### config.mk
export PLATFORM = sky130hd
export DESIGN_NAME = eproc_in_comma_align_flat
export DESIGN_NICKNAME = d
export VERILOG_FILES = /design/src/rtl/eproc_in_comma_align_if.sv /design/src/rtl/eproc_in_comma_align.sv /design/src/flat_wrapper.sv
export SDC_FILE = /design/constraint.sdc
export NUM_CORES = 1
export LEC_CHECK = 0
export ABC_AREA = 1
export CORE_MARGIN = 2
export CORE_UTILIZATION = 62
export DETAILED_ROUTE_END_ITERATION = 6
export GPL_ROUTABILITY_DRIVEN = 0
export PLACE_DENSITY = 0.86
export RECOVER_POWER = 50
export SYNTH_ARGS = -nofsm -noshare
export SYNTH_HDL_FRONTEND = slang
export SYNTH_SLANG_ARGS = --single-unit
### constraint.sdc
create_clock -name bitCLK -period 7.37 [get_ports bitCLK]
set_clock_uncertainty 0.15 [all_clocks]
set_input_delay 1.8425 -clock bitCLK [delete_from_list [all_inputs] [get_ports bitCLK]]
set_output_delay 1.8425 -clock bitCLK [all_outputs]
set_load 0.02 [all_outputs]
### src/rtl/eproc_in_comma_align_if.sv
// rtl/eproc_in_comma_align_if.sv - E-link serial input and aligned 10b symbol output bundle
interface eproc_in_comma_align_if #(
  parameter int IN_WIDTH = 2
);
  logic [IN_WIDTH-1:0] DATA_IN;
  logic                swap_inputbits;
  logic                REVERSE_10B;
  logic [9:0]          DATA_OUT;
  logic                DATA_RDY;
  logic                IS_COMMA;
  logic                ALIGNED;
  logic [7:0]          ALIGN_ERR_CNT;

  // master drives the serial link and consumes symbols; slave is the aligner
  modport master (
    output DATA_IN, swap_inputbits, REVERSE_10B,
    input  DATA_OUT, DATA_RDY, IS_COMMA, ALIGNED, ALIGN_ERR_CNT
  );

  modport slave (
    input  DATA_IN, swap_inputbits, REVERSE_10B,
    output DATA_OUT, DATA_RDY, IS_COMMA, ALIGNED, ALIGN_ERR_CNT
  );
endinterface

### src/rtl/eproc_in_comma_align.sv
// rtl/eproc_in_comma_align.sv - E-link deserialiser with K28.5 comma alignment and lock FSM
// Define EPROC_IN_ALIGN_STATS_EN to enable the saturating ALIGN_ERR_CNT statistics counter.
module eproc_in_comma_align #(
  parameter int IN_WIDTH   = 2,
  parameter int LOCK_COUNT = 4,
  parameter int MAX_ERR    = 3
) (
  input  logic                  bitCLK,
  input  logic                  rst,
  eproc_in_comma_align_if.slave link
);
  localparam int         SW        = IN_WIDTH + 9;
  localparam logic [9:0] K285_NEG  = 10'b0011111010;
  localparam logic [9:0] K285_POS  = 10'b1100000101;
  localparam logic [3:0] LOCK_LAST = 4'(LOCK_COUNT - 1);
  localparam logic [3:0] ERR_LAST  = 4'(MAX_ERR - 1);
  localparam logic [4:0] IN_W5     = 5'(IN_WIDTH);

  typedef enum logic [1:0] {HUNT, SYNC, LOCKED} state_t;

  state_t        state;
  logic [SW-1:0] sreg;
  logic [3:0]    avail, good_cnt, err_cnt;
  logic [9:0]    data_out_q;
  logic          data_rdy_q, is_comma_q, aligned_q;

  logic [IN_WIDTH-1:0] din, comma_hit, end_mask;
  logic [4:0]          a_sum;
  logic                emit, hunt_hit, word_is_comma, misaligned, aligned_hit;
  logic [3:0]          e_pos, next_avail, hunt_p;
  logic [9:0]          word, hunt_word;

  function automatic logic [9:0] fmt(input logic [9:0] w, input logic rev);
    logic [9:0] r;
    for (int i = 0; i < 10; i++) r[i] = w[9-i];
    return rev ? r : w;
  endfunction

  always_comb begin
    for (int i = 0; i < IN_WIDTH; i++)
      din[i] = link.swap_inputbits ? link.DATA_IN[IN_WIDTH-1-i] : link.DATA_IN[i];
  end

  // sreg holds the bits shifted in on the previous edge; window p ends at sreg[p]
  always_comb begin
    a_sum      = {1'b0, avail} + IN_W5;
    emit       = (a_sum >= 5'd10);
    e_pos      = emit ? 4'(a_sum - 5'd10) : 4'd0;
    next_avail = emit ? e_pos : a_sum[3:0];
    comma_hit  = '0;
    end_mask   = '0;
    word       = '0;
    hunt_hit   = 1'b0;
    hunt_p     = '0;
    hunt_word  = '0;
    for (int p = 0; p < IN_WIDTH; p++) begin
      comma_hit[p] = (sreg[p+:10] == K285_NEG) || (sreg[p+:10] == K285_POS);
      end_mask[p]  = emit && (e_pos == 4'(p));
      if (end_mask[p]) word = sreg[p+:10];
    end
    // lowest p is the most recent comma, so it wins the search
    for (int p = IN_WIDTH - 1; p >= 0; p--) begin
      if (comma_hit[p]) begin
        hunt_hit  = 1'b1;
        hunt_p    = 4'(p);
        hunt_word = sreg[p+:10];
      end
    end
    word_is_comma = |(comma_hit & end_mask);
    misaligned    = |(comma_hit & ~end_mask);
    aligned_hit   = word_is_comma && !misaligned;
  end

  always_ff @(posedge bitCLK) begin
    if (rst) begin
      state      <= HUNT;
      sreg       <= '0;
      avail      <= '0;
      good_cnt   <= '0;
      err_cnt    <= '0;
      data_out_q <= '0;
      data_rdy_q <= 1'b0;
      is_comma_q <= 1'b0;
      aligned_q  <= 1'b0;
    end else begin
      sreg       <= {sreg[8:0], din};
      data_rdy_q <= 1'b0;
      is_comma_q <= 1'b0;
      case (state)
        HUNT: begin
          if (hunt_hit) begin
            data_out_q <= fmt(hunt_word, link.REVERSE_10B);
            data_rdy_q <= 1'b1;
            is_comma_q <= 1'b1;
            avail      <= hunt_p;
            good_cnt   <= 4'd1;
            if (LOCK_COUNT == 1) begin
              state     <= LOCKED;
              aligned_q <= 1'b1;
              err_cnt   <= '0;
            end else begin
              state <= SYNC;
            end
          end
        end
        SYNC: begin
          if (misaligned) begin
            state <= HUNT;
          end else begin
            avail <= next_avail;
            if (emit) begin
              data_out_q <= fmt(word, link.REVERSE_10B);
              data_rdy_q <= 1'b1;
              is_comma_q <= word_is_comma;
            end
            if (aligned_hit) begin
              good_cnt <= good_cnt + 4'd1;
              if (good_cnt == LOCK_LAST) begin
                state     <= LOCKED;
                aligned_q <= 1'b1;
                err_cnt   <= '0;
              end
            end
          end
        end
        LOCKED: begin
          avail <= next_avail;
          if (emit) begin
            data_out_q <= fmt(word, link.REVERSE_10B);
            data_rdy_q <= 1'b1;
            is_comma_q <= word_is_comma;
          end
          if (misaligned) begin
            err_cnt <= err_cnt + 4'd1;
            if (err_cnt == ERR_LAST) begin
              state     <= HUNT;
              aligned_q <= 1'b0;
            end
          end else if (aligned_hit) begin
            err_cnt <= '0;
          end
        end
        default: state <= HUNT;
      endcase
    end
  end

`ifdef EPROC_IN_ALIGN_STATS_EN
  logic [7:0] stat_cnt;
  always_ff @(posedge bitCLK) begin
    if (rst) stat_cnt <= '0;
    else if ((state != HUNT) && misaligned && (stat_cnt != 8'hFF)) stat_cnt <= stat_cnt + 8'd1;
  end
  assign link.ALIGN_ERR_CNT = stat_cnt;
`else
  assign link.ALIGN_ERR_CNT = 8'd0;
`endif

  assign link.DATA_OUT = data_out_q;
  assign link.DATA_RDY = data_rdy_q;
  assign link.IS_COMMA = is_comma_q;
  assign link.ALIGNED  = aligned_q;
endmodule

### src/flat_wrapper.sv
// flat-port wrapper written by rule: the top's interface ports become plain ports
module eproc_in_comma_align_flat 
#(
  parameter int IN_WIDTH   = 2,
  parameter int LOCK_COUNT = 4,
  parameter int MAX_ERR    = 3
)
  (bitCLK, rst, link_DATA_IN, link_swap_inputbits, link_REVERSE_10B, link_DATA_OUT, link_DATA_RDY, link_IS_COMMA, link_ALIGNED, link_ALIGN_ERR_CNT);
  eproc_in_comma_align_if #(.IN_WIDTH(IN_WIDTH)) link_i ();
  input  logic bitCLK;
  input  logic rst;
  input wire logic [$bits(link_i.DATA_IN)-1:0] link_DATA_IN;
  input wire logic [$bits(link_i.swap_inputbits)-1:0] link_swap_inputbits;
  input wire logic [$bits(link_i.REVERSE_10B)-1:0] link_REVERSE_10B;
  output wire logic [$bits(link_i.DATA_OUT)-1:0] link_DATA_OUT;
  output wire logic [$bits(link_i.DATA_RDY)-1:0] link_DATA_RDY;
  output wire logic [$bits(link_i.IS_COMMA)-1:0] link_IS_COMMA;
  output wire logic [$bits(link_i.ALIGNED)-1:0] link_ALIGNED;
  output wire logic [$bits(link_i.ALIGN_ERR_CNT)-1:0] link_ALIGN_ERR_CNT;
  assign link_i.DATA_IN = link_DATA_IN;
  assign link_i.swap_inputbits = link_swap_inputbits;
  assign link_i.REVERSE_10B = link_REVERSE_10B;
  assign link_DATA_OUT = link_i.DATA_OUT;
  assign link_DATA_RDY = link_i.DATA_RDY;
  assign link_IS_COMMA = link_i.IS_COMMA;
  assign link_ALIGNED = link_i.ALIGNED;
  assign link_ALIGN_ERR_CNT = link_i.ALIGN_ERR_CNT;
  eproc_in_comma_align #(.IN_WIDTH(IN_WIDTH), .LOCK_COUNT(LOCK_COUNT), .MAX_ERR(MAX_ERR)) u_core (.bitCLK(bitCLK), .rst(rst), .link(link_i));
endmodule
==> results.json <==
{
  "avgRoutedWirePerCell_um": 12.2,
  "start_util_pct": 63.1,
  "grt_pass1_vias": 2423,
  "clock_path_buffers": 2,
  "syn_inst": 448,
  "ys_warn_count": 0,
  "fin_crit_ps": 3780,
  "antenna_found_initial": 0,
  "cts_resized": 0,
  "numCtsBuffers": 5,
  "syn-cell-area_um2": 2710,
  "start_kind": "primary input",
  "grt_pass1_wl_um": 10600,
  "synth.area.mux_share_pct": 0,
  "max-vdd-ir-drop_mv": 0.176,
  "slew_headroom_pct": 51.6,
  "slew_viol_final": 0,
  "synth_top_family_by_area": "simple AND/OR/NAND/NOR gates",
  "nFillCells": 397,
  "grt_max_degree": 24,
  "p_leak_nw": 1.40,
  "sequentialPowerShare_pct": 27.6,
  "diodes": 0,
  "vias_per_cell": 5.48,
  "rows": 24,
  "cts_tree": "done",
  "comb_power_share_pct": 55.8,
  "drive_gt1_share_pct": 5.24,
  "postCtsSetupBuffers": 0,
  "yosys.area_share.xor_xnor_pct": 1.29,
  "crit_fanout": 19,
  "cap_violations": 0,
  "ys_types": 32,
  "clkLatencyLatePin_ps": 300,
  "core_area_um2": 4290,
  "fmax_mhz": 265,
  "ys_seq_area_share_pct": 28.1,
  "synthAdderAreaFrac_pct": 4.16,
  "grt-ovfl-total": 0,
  "finalNetCount": 472,
  "synth-compound-area-share_pct": 11.3,
  "worst_pin_slew_ps": 723,
  "setup_viol": 0,
  "power_density_nw_per_um2": 365,
  "grt_usage_pct": 26.6,
  "syn_area_per_cell_um2": 6.05,
  "finalHoldViolCount": 0,
  "io_pins": 27,
  "p_sw_mw": 0.509,
  "die_w_um": 70.1,
  "min_path_type": "flop to flop",
  "fin_crit_sh_pct": 51.3,
  "post-route-util_pct": 68.7,
  "cp.arrival_ps": 3830,
  "outcome": "finished, final reports clean",
  "dpl.hpwl_um": 4600,
  "syn2layout_area_growth_pct": 8.82,
  "dr_total_vias": 2794,
  "first_pass_iters": 7,
  "dp_slack_ps": 3360,
  "rsz0062_at_grt": "false",
  "dieArea_um2": 4920,
  "clock-sinks": 38,
  "p_clk_share_pct": 16.6,
  "yosys.area_share.simple_pct": 43.3,
  "drtIter0Drc": 249,
  "setup.worst_path.end_class": "flop",
  "critPathKind": "primary input to flop",
  "dieHeight_um": 70.1,
  "p_int_mw": 0.569,
  "antenna_left": 0,
  "io_buffer_count": 18,
  "hold_buffers": 0,
  "ys_ff_latch": 38,
  "drt_wl_total_um": 6250,
  "remaining_drc_errors": 0,
  "h-tree-depth": 2,
  "clkTransAtPathRegs_ps": 80,
  "swShare_pct": 47.2,
  "tns_ps": 0,
  "crit_required_ps": 7420,
  "root_buffer": "clkbuf_8",
  "setup_ws_ps": 3590
}
[critical path: stages]
cell           delay, ps
dlygate4sd3_1       1000
clkinv_1             680
nand2_1              230
nor2_1                70
[flip-flops by register name, indices dropped and copies added (netlist names)]
| signal | count |
|---|---|
| u_core.state | 2 |
| u_core.good_cnt | 4 |
| u_core.err_cnt | 4 |
| u_core.avail | 4 |
| u_core.link.DATA_OUT | 10 |
| u_core.link.ALIGNED | 1 |
| u_core.link.DATA_RDY | 1 |
| u_core.sreg | 11 |
| u_core.link.IS_COMMA | 1 |
[power by group through the flow]
stage                     logic, mW  registers, mW  clock network [mW]
after floorplan               0.447          0.336                   0
after global placement        0.596          0.301                   0
after detailed placement      0.606          0.303                   0
after CTS                     0.613          0.299               0.180
after global routing          0.679          0.305               0.189
final                         0.601          0.297               0.179
[cells by family (layout without fill, tap and decap cells)]
group	count (synthesis)	count (layout)
AOI/OAI and AO/OA	45	45
xor gates and xnor gates	4	4
adders and majority gates	9	9
buffers and inverters	73	76
DFF	38	38
other	1	8
and+or+nand+nor	278	278
[area by class of cell]
class / count / area [um2] / area share (%)
flip-flops and latches: 38 / 761 / 25.8
clock inverters: 3 / 40.0 / 1.36
multi-input cells: 344 / 1650 / 55.8
inverters: 50 / 188 / 6.36
repair buffers: 18 / 180 / 6.11
clock buffers: 5 / 68.8 / 2.33
well taps: 52 / 65.1 / 2.21
[worst paths after layout]
path              slack (ps)  cells past startpoint                start                 endpoint
setup / recovery        3590                      4                  rst  u_core.link.DATA_OUT[8]
hold / removal           320                      2  u_core.link.ALIGNED      u_core.link.ALIGNED
setup reg to reg        3850                     16      u_core.avail[1]     u_core.link.IS_COMMA
hold reg to reg          320                      2  u_core.link.ALIGNED      u_core.link.ALIGNED
[layer usage]
metal  track usage [%]  wire (um)
met1              34.2       2760
met2              43.1       2960
met3              6.06        410
met4              10.5        107
met5                 0          0
[cell usage after synthesis, drive strengths merged]
cell type  instances  share of area [%]
nor2              93                 14
nand2            126                 18
nand3b             1               0.74
o21bai             1               0.28
nand3             44                8.3
a21oi              9                2.1
nor3               9                1.7
conb               1               0.14
clkinv             1               0.14
clkbuf             7               0.97
a22oi              1               0.28
inv               49                6.8
o211ai            22                6.1
ha                 9                4.2
nand4              5                1.2
xor2               3               0.97
dfxtp             38                 28
buf               16                3.9
o21ai             10                2.0
xnor2              1               0.32
a211oi             2               0.55
[per-stage QoR]
stage	hold WS (ps)	cell area [um2]	total power, mW	cells
6_report	317	2950	1.08	510
5_1_grt	344	2950	1.17	510
4_1_cts	326	2960	1.09	510
3_5_place_dp	314	2850	0.909	502
3_3_place_gp	308	2850	0.897	502
2_1_floorplan	306	2740	0.782	455
[cells in the final DEF, fill, tap and decap left out]
master           count
nand2_2              4
nand3b_4             1
o21ai_0              8
conb_1               8
xnor2_1              1
clkinv_1             1
inv_2                7
o21ai_1              1
nand3_1             44
a22oi_1              1
o211ai_1            22
nand2_1            122
nor2_4               2
inv_1               42
nor3_1               9
a211oi_1             2
nor2_1              91
a21oi_1              8
o21bai_1             1
dlygate4sd3_1       14
dfxtp_1             38
ha_1                 9
a21oi_4              1
nand4_1              5
clkbuf_8             5
bufinv_16            1
clkinv_2             2
clkdlybuf4s50_1      4
o21ai_2              1
xor2_1               3
Note: power is estimated with default switching activity, not from simulation.
